$ cat src/rtl/tq_perm_ctrl_pkg.sv
// Shared definitions for the transform permutation controller: size codes,
// controller state encoding and the rows-per-block helpers.
package tq_perm_ctrl_pkg;

  // Block size codes as presented on i_size.
  typedef enum logic [1:0] {
    SIZE_4X4   = 2'd0,
    SIZE_8X8   = 2'd1,
    SIZE_16X16 = 2'd2,
    SIZE_32X32 = 2'd3
  } size_e;

  // Controller states.
  typedef enum logic [1:0] {
    ST_IDLE  = 2'd0,
    ST_RUN   = 2'd1,
    ST_DRAIN = 2'd2
  } state_e;

  // Width of the drain down-counter; large enough to hold the maximum LAT of 8.
  localparam int DRAIN_W = 4;
  localparam int ROW_W   = 5;

  // Number of rows in a block of the given size (4, 8, 16 or 32).
  function automatic logic [5:0] rows_per_size(input size_e s);
    return 6'd4 << s;
  endfunction

  // Index of the final row of a block; the row counter stops here.
  function automatic logic [ROW_W-1:0] last_row_idx(input size_e s);
    logic [5:0] n;
    n = rows_per_size(s) - 6'd1;
    return n[ROW_W-1:0];
  endfunction

  // Permutation stage enables {en32, en16, en8}; each larger stage implies the smaller ones.
  function automatic logic [2:0] stage_enables(input size_e s);
    logic [2:0] en;
    case (s)
      SIZE_32X32: en = 3'b111;
      SIZE_16X16: en = 3'b011;
      SIZE_8X8:   en = 3'b001;
      default:    en = 3'b000;
    endcase
    return en;
  endfunction

endpackage

$ cat src/rtl/tq_perm_ctrl_valid_dly.sv
// LAT-deep valid shift register that mirrors the downstream datapath latency.
module tq_valid_dly #(
  parameter int LAT = 2
) (
  input  logic clk,
  input  logic rst_n,
  input  logic i_vld,
  output logic o_vld
);

  logic [LAT-1:0] sr_q;
  logic [LAT-1:0] sr_d;

  // Shift the acceptance strobe one stage per cycle.
  always_comb begin
    sr_d    = sr_q;
    sr_d[0] = i_vld;
    for (int i = 1; i < LAT; i++) begin
      sr_d[i] = sr_q[i-1];
    end
  end

  // Stage registers; reset drops any in-flight strobes.
  always_ff @(posedge clk or negedge rst_n) begin
    if (!rst_n) begin
      sr_q <= '0;
    end else begin
      sr_q <= sr_d;
    end
  end

  assign o_vld = sr_q[LAT-1];

endmodule

$ cat src/rtl/tq_perm_ctrl.sv
// Row sequencing controller for the transform permutation stages: latches the
// block configuration, counts accepted rows, drives the stage enables and
// tracks results through the datapath latency to signal block completion.
// LAT must lie in 1..8.
module tq_perm_ctrl
  import tq_perm_ctrl_pkg::*;
#(
  parameter int LAT = 2
) (
  input  logic       clk,
  input  logic       rst_n,
  input  logic       i_start,
  input  logic [1:0] i_size,
  input  logic       i_inverse,
  input  logic       i_valid,
  output logic       o_ready,
  output logic       o_en8,
  output logic       o_en16,
  output logic       o_en32,
  output logic       o_inverse,
  output logic [4:0] o_row,
  output logic       o_valid,
  output logic       o_busy,
  output logic       o_done
);

  state_e             state_q, state_d;
  size_e              size_q, size_d;
  logic               inv_q, inv_d;
  logic [ROW_W-1:0]   row_q, row_d;
  logic [DRAIN_W-1:0] drain_q, drain_d;

  logic accept;
  logic is_last_row;
  logic res_vld;
  logic drain_end;
  logic [2:0] en_vec;

  assign accept      = (state_q == ST_RUN) && i_valid;
  assign is_last_row = (row_q == last_row_idx(size_q));
  assign drain_end   = (state_q == ST_DRAIN) && (drain_q <= DRAIN_W'(1));

  // State register.
  always_ff @(posedge clk or negedge rst_n) begin
    if (!rst_n) begin
      state_q <= ST_IDLE;
    end else begin
      state_q <= state_d;
    end
  end

  // Next-state logic: start, last-row acceptance and drain expiry.
  always_comb begin
    state_d = state_q;
    case (state_q)
      ST_IDLE:  if (i_start)               state_d = ST_RUN;
      ST_RUN:   if (accept && is_last_row) state_d = ST_DRAIN;
      ST_DRAIN: if (drain_end)             state_d = ST_IDLE;
      default:                             state_d = ST_IDLE;
    endcase
  end

  // Configuration latch, row counter and drain counter updates.
  always_comb begin
    size_d  = size_q;
    inv_d   = inv_q;
    row_d   = row_q;
    drain_d = drain_q;
    if ((state_q == ST_IDLE) && i_start) begin
      size_d = size_e'(i_size);
      inv_d  = i_inverse;
      row_d  = '0;
    end
    if (accept) begin
      if (is_last_row) begin
        // Counter parks on the last row; drain covers the datapath latency.
        drain_d = DRAIN_W'(LAT);
      end else begin
        row_d = row_q + ROW_W'(1);
      end
    end
    if ((state_q == ST_DRAIN) && (drain_q != '0)) begin
      drain_d = drain_q - DRAIN_W'(1);
    end
  end

  // Configuration and counter registers.
  always_ff @(posedge clk or negedge rst_n) begin
    if (!rst_n) begin
      size_q  <= SIZE_4X4;
      inv_q   <= 1'b0;
      row_q   <= '0;
      drain_q <= '0;
    end else begin
      size_q  <= size_d;
      inv_q   <= inv_d;
      row_q   <= row_d;
      drain_q <= drain_d;
    end
  end

  tq_valid_dly #(
    .LAT (LAT)
  ) u_valid_dly (
    .clk   (clk),
    .rst_n (rst_n),
    .i_vld (accept),
    .o_vld (res_vld)
  );

  assign en_vec = stage_enables(size_q);

  // Outputs decoded from state and latched configuration.
  always_comb begin
    o_ready   = 1'b0;
    o_busy    = 1'b0;
    o_en8     = 1'b0;
    o_en16    = 1'b0;
    o_en32    = 1'b0;
    o_inverse = 1'b0;
    o_done    = 1'b0;
    if (state_q != ST_IDLE) begin
      o_busy    = 1'b1;
      o_en8     = en_vec[0];
      o_en16    = en_vec[1];
      o_en32    = en_vec[2];
      o_inverse = inv_q;
    end
    if (state_q == ST_RUN) begin
      o_ready = 1'b1;
    end
    // The last result leaves the datapath in the final drain cycle.
    if (drain_end && res_vld) begin
      o_done = 1'b1;
    end
  end

  assign o_row   = row_q;
  assign o_valid = res_vld;

endmodule

$ cat config.mk
export PLATFORM = sky130hd
export DESIGN_NAME = tq_perm_ctrl
export DESIGN_NICKNAME = d
export VERILOG_FILES = /design/src/rtl/tq_perm_ctrl_pkg.sv /design/src/rtl/tq_perm_ctrl_valid_dly.sv /design/src/rtl/tq_perm_ctrl.sv
export SDC_FILE = /design/constraint.sdc
export NUM_CORES = 1
export LEC_CHECK = 0
export BUFFER_PORTS_ARGS = -buffer_cell sky130_fd_sc_hd__buf_2
export CORE_MARGIN = 10
export CORE_UTILIZATION = 35
export CTS_BUF_LIST = sky130_fd_sc_hd__clkbuf_2
export CTS_CLUSTER_DIAMETER = 50
export CTS_CLUSTER_SIZE = 28
export DETAILED_ROUTE_END_ITERATION = 8
export GPL_TIMING_DRIVEN = 0
export HOLD_SLACK_MARGIN = 0.12
export PLACE_DENSITY = 0.55
export SYNTH_ARGS = -nofsm -noshare
export SYNTH_HDL_FRONTEND = slang
export SYNTH_HIERARCHICAL = 1
export SYNTH_SLANG_ARGS = --single-unit
$ cat constraint.sdc
create_clock -name clk -period 5.2 [get_ports clk]
set_input_delay 0.26 -clock clk [delete_from_list [all_inputs] [get_ports clk]]
set_output_delay 0.26 -clock clk [all_outputs]
set_load 0.1 [all_outputs]
* Word level (Yosys, flattened, before mapping) *
Cells that the tools add are included.

operators by class
  magnitude comparators = 1
  eq/ne operators = 9
  shift operators = 1
  muxes and demuxes = 18
  div/mod/pow operators = 0
  reduce and logical (&&, ||, !) cells = 13
  bitwise operators = 0
  add/sub/neg operators = 3
  multiply operators = 0

operators by type and width
  cell                                                                              count
  5-bit 2-to-1 mux                                                                  3
  4-bit 2-to-1 mux                                                                  3
  3-bit case mux with 3 select lines                                                1
  1-bit 2-to-1 mux                                                                  7
  2-bit equality test, second input constant                                        3
  1-bit logical AND                                                                 6
  2-bit 2-to-1 mux                                                                  3
  2-bit case mux with 3 select lines                                                1
  2-bit nonzero test                                                                3
  5-bit by 1-bit adder with 5-bit output, second input constant                     1
  5-bit equality test                                                               1
  3-bit by 2-bit << shifter with 5-bit output, first input constant                 1
  5-bit by 1-bit subtractor with 5-bit output, second input constant                1
  2-bit by 1-bit equality test with 1-bit output, second input constant             2
  4-bit by 1-bit less-or-equal comparator with 1-bit output, second input constant  1
  2-bit inequality test, second input constant                                      2
  4-bit nonzero test                                                                1
  4-bit by 1-bit subtractor with 4-bit output, second input constant                1
  3-bit AND reduction                                                               1
  2-bit logical NOT                                                                 1
  2-bit by 1-bit inequality test with 1-bit output, second input constant           1
  2-bit AND reduction                                                               1

word-level totals
  memory bits (writable) = 0
  flip-flop bits (word level) = 16
  input bits = 7
  memories kept = 0
  memory bits (read-only) = 0
  bits in latches = 0

* Depth between registers and ports, before layout *
Gate-level depths: netlist of run 1.

  depth after elaboration = 6
  mapped depth = 6

* By module *
The synthesis of run 1 kept the hierarchy.

by module, submodules not included
  module        sequential area each (µm²)  cells each  times used  area each (µm²)
  tq_perm_ctrl  350.3                       78          1           772.0
  tq_valid_dly  50.0                        2           1           50.0

* Worst setup path after synthesis of run 1 *
Ideal clock, no wire load.

  kind = register to output
  start = register u_valid_dly.sr_q[1]
  end = output port o_done
  required time = 4.940 ns
  setup slack = 1.024 ns
  cell stages (with the launch flop) = 2
  path buffers = 0
  arrival time = 3.916 ns
  cells stage by stage = dfrtp_1 > nor4bb_1

between the ends
  cells in the longest elaborated chain, start to end = 2

RTL lines
  element                   line                          text
  start: declaration        tq_perm_ctrl_valid_dly.sv:11  logic [LAT-1:0] sr_q;
  start signal: assignment  tq_perm_ctrl_valid_dly.sv:28  sr_q <= sr_d;
  1-bit logical AND         tq_perm_ctrl.sv:133           if (drain_end && res_vld) begin
  1-bit 2-to-1 mux          tq_perm_ctrl.sv:133
  end: declaration          tq_perm_ctrl.sv:24            output logic o_done

No other way between the ends.

* Worst setup path in the final report of run 1 *
  start = register row_q[0], in the netlist o_row[0]
  end = register row_q[3], in the netlist o_row[3]

between the ends
  cells in the longest elaborated chain, start to end = 3
  elaborated cells on any way between the ends = 4

RTL lines
  element                                                                               line                                    text
  start: declaration                                                                    tq_perm_ctrl.sv:30                      logic [ROW_W-1:0] row_q, row_d;
  start signal: assignment                                                              tq_perm_ctrl.sv:97                      row_q <= row_d;
  5-bit by 1-bit adder with 5-bit output / 5-bit equality test (equally long branches)  tq_perm_ctrl.sv:79, tq_perm_ctrl.sv:40
  5-bit 2-to-1 mux (*)                                                                  tq_perm_ctrl.sv:75                      if (is_last_row) begin
  5-bit 2-to-1 mux (*)                                                                  tq_perm_ctrl.sv:74                      if (accept) begin
  net row_d[3]                                                                          tq_perm_ctrl.sv:30

The timed path passes the listed nets; every way through them passes the cells marked *.
A chain may end at the register's enable or synchronous reset.

==> impl_metrics.toml, run 1 <==
[job]
drv_cap = 0

[outcome]
status = "finished clean"

[synth]
synthArstFlopShare_pct = 100
synth_seq_cells = 16
synth_edf_count = 0
syn_area_per_cell_um2 = 10.3
ys_seq_area_share_pct = 48.7
synth_nets = 91
synth_top_flop_cell = "dfrtp_1"
syn_inst = 80
ys_warn_count = 6
netlist_area_um2 = 822
synth_cell_type_count = 30

[global_routing]
grt_max_degree = 17
antenna_found_initial = 0
grt_pass1_wl_mm = 3.18
grtUsageTotal_pct = 8.79
first_global_vias = 715
overflow = 0

[worst_hold_path]
hold_start = "i_size[1]"
min_to = "size_q[1]"
hold_path.class = "input port to flop"
min_path_cells = 2

[drt]
routed_wl_mm = 1.76
drc_errors = 0
vias = 645
postRouteAntennaNets = 0
drt_iter0_drc = 29
wl_per_cell_um = 13.4
firstDrtPassIters = 4
viasPerCell = 4.92

[floorplan]
coreArea_um2 = 2230
die_w_um = 68.5
start_util_pct = 36.8
fp.dieArea_um2 = 4690
num_rows = 17
die_h_um = 68.5
ios = 20

[placed_design]
io_buffer_count = 19
place_congestion = 0.668
pre_cts_slack_ns = 3.12
hpwl_mm = 1.37
dp_cells = 127

[setup_path]
required_ns = 5.37
r2r_end = "o_row[3]"
worstRegToRegCells = 6
critical_path.max_fanout = 6
crit_type = "flop to flop"
r2r_setup_slack_ns = 3.14
start_kind = "flop"
crit_arrival_ns = 2.24
cp-end-kind = "flop"
r2r-start = "o_row[0]"

[clock_tree]
h-tree-depth = 1
post_cts_buffers = 0
cts_tree = "built"
tritoncts_num_sinks = 16
numCtsBuffers = 3
cts_root_buf = "clkbuf_2"
cts_max_path_buffers = 2
clk_latency_ns = 0.28
clk_pin_slew_ns = 0.14

[timing]
hold_viol = 0
worst_pin_slew_ns = 0.740
setup-tns-final_ns = 0
finalMaxSlewViolations = 0
fin_crit_sh_pct = 39.6
finalSetupViolations = 0
layout_setup_ws_ns = 3.14
slew_headroom_pct = 50.5
rsz0062_at_grt = "false"
clock.fmax_mhz = 485
skew_ns = 0.00885
period_minus_slack_ns = 2.06

[final_layout]
layout_common_cells = "buf_2, dfrtp_1, nand2_1"
post-route-util_pct = 43.8
final_cells = 131
area_growth_pct = 18.9
mostFrequentLayoutCell = "buf_2"
drive_gt1_share_pct = 28.2
antenna_cells = 0
nets = 116
[per-stage QoR]
step / cell area (µm²) / hold slack (ns)
floorplan: 822 / -0.0356
global placement: 952 / 0.195
detailed placement: 952 / 0.201
CTS: 977 / 0.172
global route: 977 / 0.140
finish: 977 / 0.199
[worst max-delay path: stages (launching register included)]
cell and delay, ns:
dfrtp_1 0.44, ha_1 0.27, or4b_1 0.19, a211oi_2 0.07
nor3b_1 0.62, nand4_1 0.20, mux2i_1 0.16
[cells in the mapped netlist (2+ instances only)]
cell type	n	share of area [%]
mux2i_1	4	4.9
ha_1	4	6.1
and2_1	2	1.5
and2_2	2	1.8
dfrtp_1	16	49
nor3_1	3	1.8
nand4_1	2	1.5
o21ai_0	4	2.4
nor2_1	6	2.7
inv_1	3	1.4
mux2_2	3	4.1
nand2_1	13	5.9
[kinds of logic (layout without fill, tap and decap cells)]
logic type | count (synthesis) | count (layout) | synth area share (%)
fa+ha+maj | 4 | 4 | 6.09
xor+xnor | 2 | 2 | 2.13
simple gates | 38 | 38 | 24.5
flops | 16 | 16 | 48.7
buf+inv | 3 | 26 | 1.37
compound gates | 10 | 10 | 8.22
mux | 7 | 7 | 8.98
[routing by layer]
layer | global-route usage [%] | share of wire (%)
met5 | 0 | 0
met4 | 2.26 | 0.68
met3 | 4.89 | 7.1
met2 | 14.2 | 50
met1 | 9.82 | 42
[cell type report]
| class | instances | area (µm²) |
|---|---|---|
| Multi-Input combinational cell | 61 | 410 |
| Fill cell | 230 | 1260 |
| Sequential cell | 16 | 400 |
| Timing Repair Buffer | 20 | 105 |
| Tap cell | 28 | 35.0 |
| Inverter | 3 | 11.3 |
| Clock buffer | 3 | 15.0 |
[registers in the layout, indices dropped and copies added, names as in the netlist]
| name | cells |
|---|---|
| o_row | 5 |
| drain_q | 4 |
| size_q | 2 |
| state_q | 2 |
| u_valid_dly/sr_q | 2 |
| inv_q | 1 |
[how the worst max path moves through the flow]
stage                                    from        to  slack [ns]  cells after the start
after floorplan           u_valid_dly/sr_q[1]    o_done        1.02                      1
after global placement               o_row[0]  o_row[4]        3.17                      6
after detailed placement             o_row[0]  o_row[3]        3.12                      6
after CTS                            o_row[0]  o_row[3]        3.09                      6
after global routing                 o_row[0]  o_row[3]        2.87                      6
final                                o_row[0]  o_row[3]        3.14                      6
[timing repair]
item	CTS	global route
hold buffers	1	0
endpoints found under the hold margin	16	0
resized for setup	0	0
Power of run 1 is left out: the tool's default activity adds up to more than one toggle a clock period on the data nets, which glitch-free logic cannot reach.
==> inputs of run 2 (changes only) <==
--- a/config.mk
+++ b/config.mk
@@ -5,6 +5,7 @@
 export SDC_FILE = /design/constraint.sdc
 export NUM_CORES = 1
 export LEC_CHECK = 0
+export ABC_AREA = 1
 export BUFFER_PORTS_ARGS = -buffer_cell sky130_fd_sc_hd__buf_2
 export CORE_MARGIN = 10
 export CORE_UTILIZATION = 35
@@ -14,7 +15,7 @@
 export DETAILED_ROUTE_END_ITERATION = 8
 export GPL_TIMING_DRIVEN = 0
 export HOLD_SLACK_MARGIN = 0.12
-export PLACE_DENSITY = 0.55
+export PLACE_DENSITY = 0.54
 export SYNTH_ARGS = -nofsm -noshare
 export SYNTH_HDL_FRONTEND = slang
 export SYNTH_HIERARCHICAL = 1
==> constraint.sdc (replaced) <==
create_clock -name clk -period 2 [get_ports clk]
set_input_delay 0.1 -clock clk [delete_from_list [all_inputs] [get_ports clk]]
set_output_delay 0.1 -clock clk [all_outputs]
set_load 0.1 [all_outputs]
==> run 2 against run 1 <==
Net effect:
- flip-flop and latch count unchanged
- routed wire length up 20%
- utilization up 0.55 points
- cell count up 44%
- critical endpoint is now o_done
- first-iteration DRC count up 17%
- worst hold slack worse by 0.050 ns
- highest routed layer unchanged
==> impl_metrics.toml, run 2 <==
[synth]
synth_nets = 142
synth_cell_type_count = 20
synth_most_common_cell = "nand2_1"
syn_area_per_cell_um2 = 7.58
ys_seq_area_share_pct = 40.3
ys_warn_count = 6
synthArstFlopShare_pct = 100
syn_inst = 131
synth_top_area_share_pct = 40.3
netlist_top_cells_count = "nand2_1, dfrtp_1, inv_1"
synth_edf_count = 0
synth_seq_cells = 16
synth_top_flop_cell = "dfrtp_1"
netlist_area_um2 = 993
synth_area_leaders = "dfrtp_1, nand2_1, inv_1"
synth.largest_area_cell = "dfrtp_1"

[floorplan]
die_w_um = 73.3
num_rows = 19
fp.dieArea_um2 = 5370
die_h_um = 73.3
coreArea_um2 = 2730
ios = 20
start_util_pct = 36.3

[timing]
slew_headroom_pct = 67.6
layout_setup_ws_ns = 0.228
finalMaxSlewViolations = 0
skew_ns = 0.00965
fin_crit_sh_pct = 88.6
rsz0062_at_grt = "false"
hold_viol = 0
whs_ns = 0.150
finalSetupViolations = 0
clock.fmax_mhz = 564
period_minus_slack_ns = 1.77
worst_pin_slew_ns = 0.490

[global_routing]
grt_max_degree = 17
overflow = 0
first_global_vias = 806
grtUsageTotal_pct = 8.33
antenna_found_initial = 0
grt_pass1_wl_mm = 3.66

[final_layout]
layout_common_cells = "nand2_1, buf_2, dfrtp_1"
area_growth_pct = 21.9
nets = 170
multi_input_area_um2 = 551
filler_cell_count = 289
mostFrequentLayoutCell = "nand2_1"
largest_register_ff_count = 5
antenna_cells = 0
drive_gt1_share_pct = 29.1
layout.area.seq_um2 = 400

[clock_tree]
h-tree-depth = 1
tritoncts_num_sinks = 16
post_cts_resized = 0
cts_max_path_buffers = 2
cts_root_buf = "clkbuf_2"
cts_hold_buf = 4
post_cts_buffers = 0
numCtsBuffers = 3
clk_latency_ns = 0.29
clk_pin_slew_ns = 0.16
cts_tree = "built"

[placed_design]
hpwl_mm = 1.72
pre_cts_slack_ns = 0.560
place_congestion = 0.750
io_buffer_count = 19

[setup_path]
cp-end-kind = "primary output"
crit_arrival_ns = 1.67
cp_top_family = "buffers and inverters"
required_ns = 1.90
startpoint = "drain_q[0]"
critical_path.max_fanout = 4
crit_buf_inv = 2
r2r-start = "o_row[0]"
start_kind = "flop"
crit_type = "flop to primary output"
slowest_stage = "dfrtp_1"
crit_chain = "inv_1 -> ha_1 -> o21ai_0 -> nor2_2 -> buf_2"
slowest_delay_ns = 0.45

[outcome]
status = "finished clean"

[drt]
wl_per_cell_um = 11.1
drc_errors = 0
vias = 874
firstDrtPassIters = 4
routed_wl_mm = 2.10
postRouteAntennaNets = 0
drt_iter0_drc = 34
viasPerCell = 4.62

[worst_hold_path]
hold_path.class = "input port to flop"
hold_start = "i_valid"

[job]
drv_cap = 0
[run 2: cell count changes in the layout (fill, tap and decap cells not counted), sizes merged, moves of 4 or more]
cell	before	now
inv	3	18
nor2	6	18
nand2	13	47
and2	4	0
mux2i	4	0
nand3	1	14
[run 2: layout make-up]
cell class	count	share of cell area [%]
clock buffers	3	1.24
clock inverters	1	0.310
inverters	18	5.58
multi-input cells	97	45.5
flip-flops and latches	16	33.1
well taps	31	3.20
repair buffers	23	11.2
[run 2: path summary, 6_finish.rpt]
| check | to | slack [ns] | cells past startpoint |
|---|---|---|---|
| hold / removal | o_row[4] | 0.15 | 4 |
| setup reg to reg | o_row[2] | 0.62 | 8 |
| min in group asynchronous | inv_q | 0.22 | 2 |
| hold reg to reg | u_valid_dly/sr_q[1] | 0.38 | 0 |
| max in group asynchronous | o_row[1] | 1.50 | 2 |
| setup / recovery | o_done | 0.23 | 5 |
[run 2: tightest hold or removal path, stage by stage]
cell and delay (ns):
buf_2 0.08, nand2_1 0.11, nand2_1 0.09, nand2_1 0.05
[run 2: per-layer routing]
layer | vias up | part of all wire [%] | GRT usage, %
li1 | 456 | - | -
met1 | 402 | 41 | 9.58
met2 | 14 | 52 | 14.2
met3 | 2 | 5.9 | 2.29
met4 | 0 | 0.48 | 3.16
met5 | - | 0 | 0
[run 2: kinds of logic (layout without fill, tap and decap cells)]
kind of cell    count (synthesis)  count (layout)  share of synthesized area (%)
simple gates                   81              81                           39.7
buf+inv                        18              45                           6.80
flops                          16              16                           40.3
compound gates                  8               8                           4.66
fa+ha+maj                       4               4                           5.04
xor+xnor                        4               4                           3.53
[run 2: through the flow]
step,util [%],setup TNS (ns),instances,area [µm²]
6_report,44.3,0,189,1210
5_1_grt,44.3,0,189,1210
4_1_cts,44.3,0,189,1210
3_5_place_dp,42.2,0,181,1150
3_3_place_gp,42.2,0,181,1150
2_1_floorplan,-,-0.0792,131,1020
Power of run 2 is left out for the same reason.
==> inputs of run 3 (changes only) <==
--- a/config.mk
+++ b/config.mk
@@ -15,7 +15,6 @@
 export DETAILED_ROUTE_END_ITERATION = 8
 export GPL_TIMING_DRIVEN = 0
 export HOLD_SLACK_MARGIN = 0.12
-export PLACE_DENSITY = 0.54
 export SYNTH_ARGS = -nofsm -noshare
 export SYNTH_HDL_FRONTEND = slang
 export SYNTH_HIERARCHICAL = 1
==> run 3 against run 2 <==
Net effect:
- register-to-register slack barely moved
- clock skew decreased by 0.0021 ns
- cell count fell by 0.53%
- via count up 3.4%
- die area did not move
- sequential share of layout area up 0.10 points
- routed wire length increased by 7.6%
- global-route usage is 0.68 points higher
- worst setup slack worse by 0.043 ns
- first-iteration DRC count grew 41%
- largest cell class unchanged
==> impl_metrics.toml, run 3 (synthesis results as in run 2) <==
[clock_tree]
cts_max_path_buffers = 2
clk_pin_slew_ns = 0.16
h-tree-depth = 1
cts_tree = "built"
post_cts_resized = 0
cts_root_buf = "clkbuf_2"
tritoncts_num_sinks = 16
numCtsBuffers = 3
clk_latency_ns = 0.30
cts_hold_buf = 4
post_cts_buffers = 0

[global_routing]
first_global_vias = 893
grt_max_degree = 17
grtUsageTotal_pct = 9.02
antenna_found_initial = 0
overflow = 0
grt_pass1_wl_mm = 3.90

[worst_hold_path]
min_to = "o_row[2]"
hold_path.class = "input port to flop"
min_path_cells = 4
hold_start = "i_valid"

[final_layout]
antenna_cells = 0
area_growth_pct = 21.5
largest_register_ff_count = 5
layout_common_cells = "nand2_1, buf_2, dfrtp_1"
mostFrequentLayoutCell = "nand2_1"
drive_gt1_share_pct = 29.3
nets = 170

[timing]
fin_crit_sh_pct = 90.8
worst_pin_slew_ns = 0.492
finalSetupViolations = 0
rsz0062_at_grt = "false"
slew_headroom_pct = 67.4
skew_ns = 0.00756
setup-tns-final_ns = 0
period_minus_slack_ns = 1.82
finalMaxSlewViolations = 0
layout_setup_ws_ns = 0.184
whs_ns = 0.157
hold_viol = 0
clock.fmax_mhz = 551

[placed_design]
place_congestion = 0.818
hpwl_mm = 1.76
io_buffer_count = 19
pre_cts_slack_ns = 0.551

[floorplan]
start_util_pct = 36.3
die_h_um = 73.3
coreArea_um2 = 2730
ios = 20
fp.dieArea_um2 = 5370
num_rows = 19
die_w_um = 73.3

[setup_path]
r2r_end = "o_row[3]"
slowest_stage = "dfrtp_1"
r2r_setup_slack_ns = 0.61
crit_chain = "inv_1 -> ha_1 -> o21ai_0 -> nor2_2 -> buf_2"
crit_arrival_ns = 1.72
cp-end-kind = "primary output"
start_kind = "flop"
r2r-start = "state_q[0]"
worstRegToRegCells = 8
required_ns = 1.90
startpoint = "drain_q[0]"
slowest_delay_ns = 0.44
critical_path.max_fanout = 4
crit_type = "flop to primary output"

[drt]
firstDrtPassIters = 4
routed_wl_mm = 2.26
viasPerCell = 4.81
drc_errors = 0
drt_iter0_drc = 48
wl_per_cell_um = 12.0
vias = 904
postRouteAntennaNets = 0

[outcome]
status = "finished clean"

[job]
drv_cap = 0
-- run 3: cell types whose count changed in the layout (fill, tap and decap cells not counted) --
cell and change:
clkinv_1 -1
-- run 3: metrics by stage --
stage	instances	utilization, %	instance area, µm²
6_report	188	44.2	1210
5_1_grt	188	44.2	1210
4_1_cts	188	44.2	1210
3_5_place_dp	181	42.2	1150
3_3_place_gp	181	42.2	1150
2_1_floorplan	131	-	1020
-- run 3: worst max path at each step --
stage / end / slack [ns] / cells after the start
after global routing: o_done / 0.10 / 5
final: o_done / 0.18 / 5
after detailed placement: o_done / 0.55 / 5
after CTS: o_done / 0.19 / 5
after global placement: o_done / 0.59 / 5
after floorplan: o_en16 / -0.03 / 4
-- run 3: worst max-delay path: cells and delay by family (launching register included) --
kind,cells,cell delay (ns)
AO/OA/AOI/OAI,1,0.12
AND/OR/NAND/NOR,1,0.14
adder cells (fa/ha/maj),1,0.17
buffers and inverters,2,0.54
flip-flops,1,0.44
-- run 3: final cells by class --
type                    instances  area (µm²)
fillers                       277        1530
multi-input cells              97         551
flip-flops and latches         16         400
repair buffers                 23         135
inverters                      18        67.6
well taps                      31        38.8
clock buffers                   3        15.0
-- run 3: routing by layer --
| metal | track usage (%) | vias to the layer above | part of all wire [%] |
|---|---|---|---|
| met3 | 3.10 | 4 | 7.6 |
| met1 | 9.41 | 423 | 41 |
| met5 | 0 | - | 0 |
| met2 | 15.7 | 19 | 50 |
| met4 | 4.43 | 0 | 1.3 |
| li1 | - | 458 | - |
Power of run 3 is left out for the same reason.
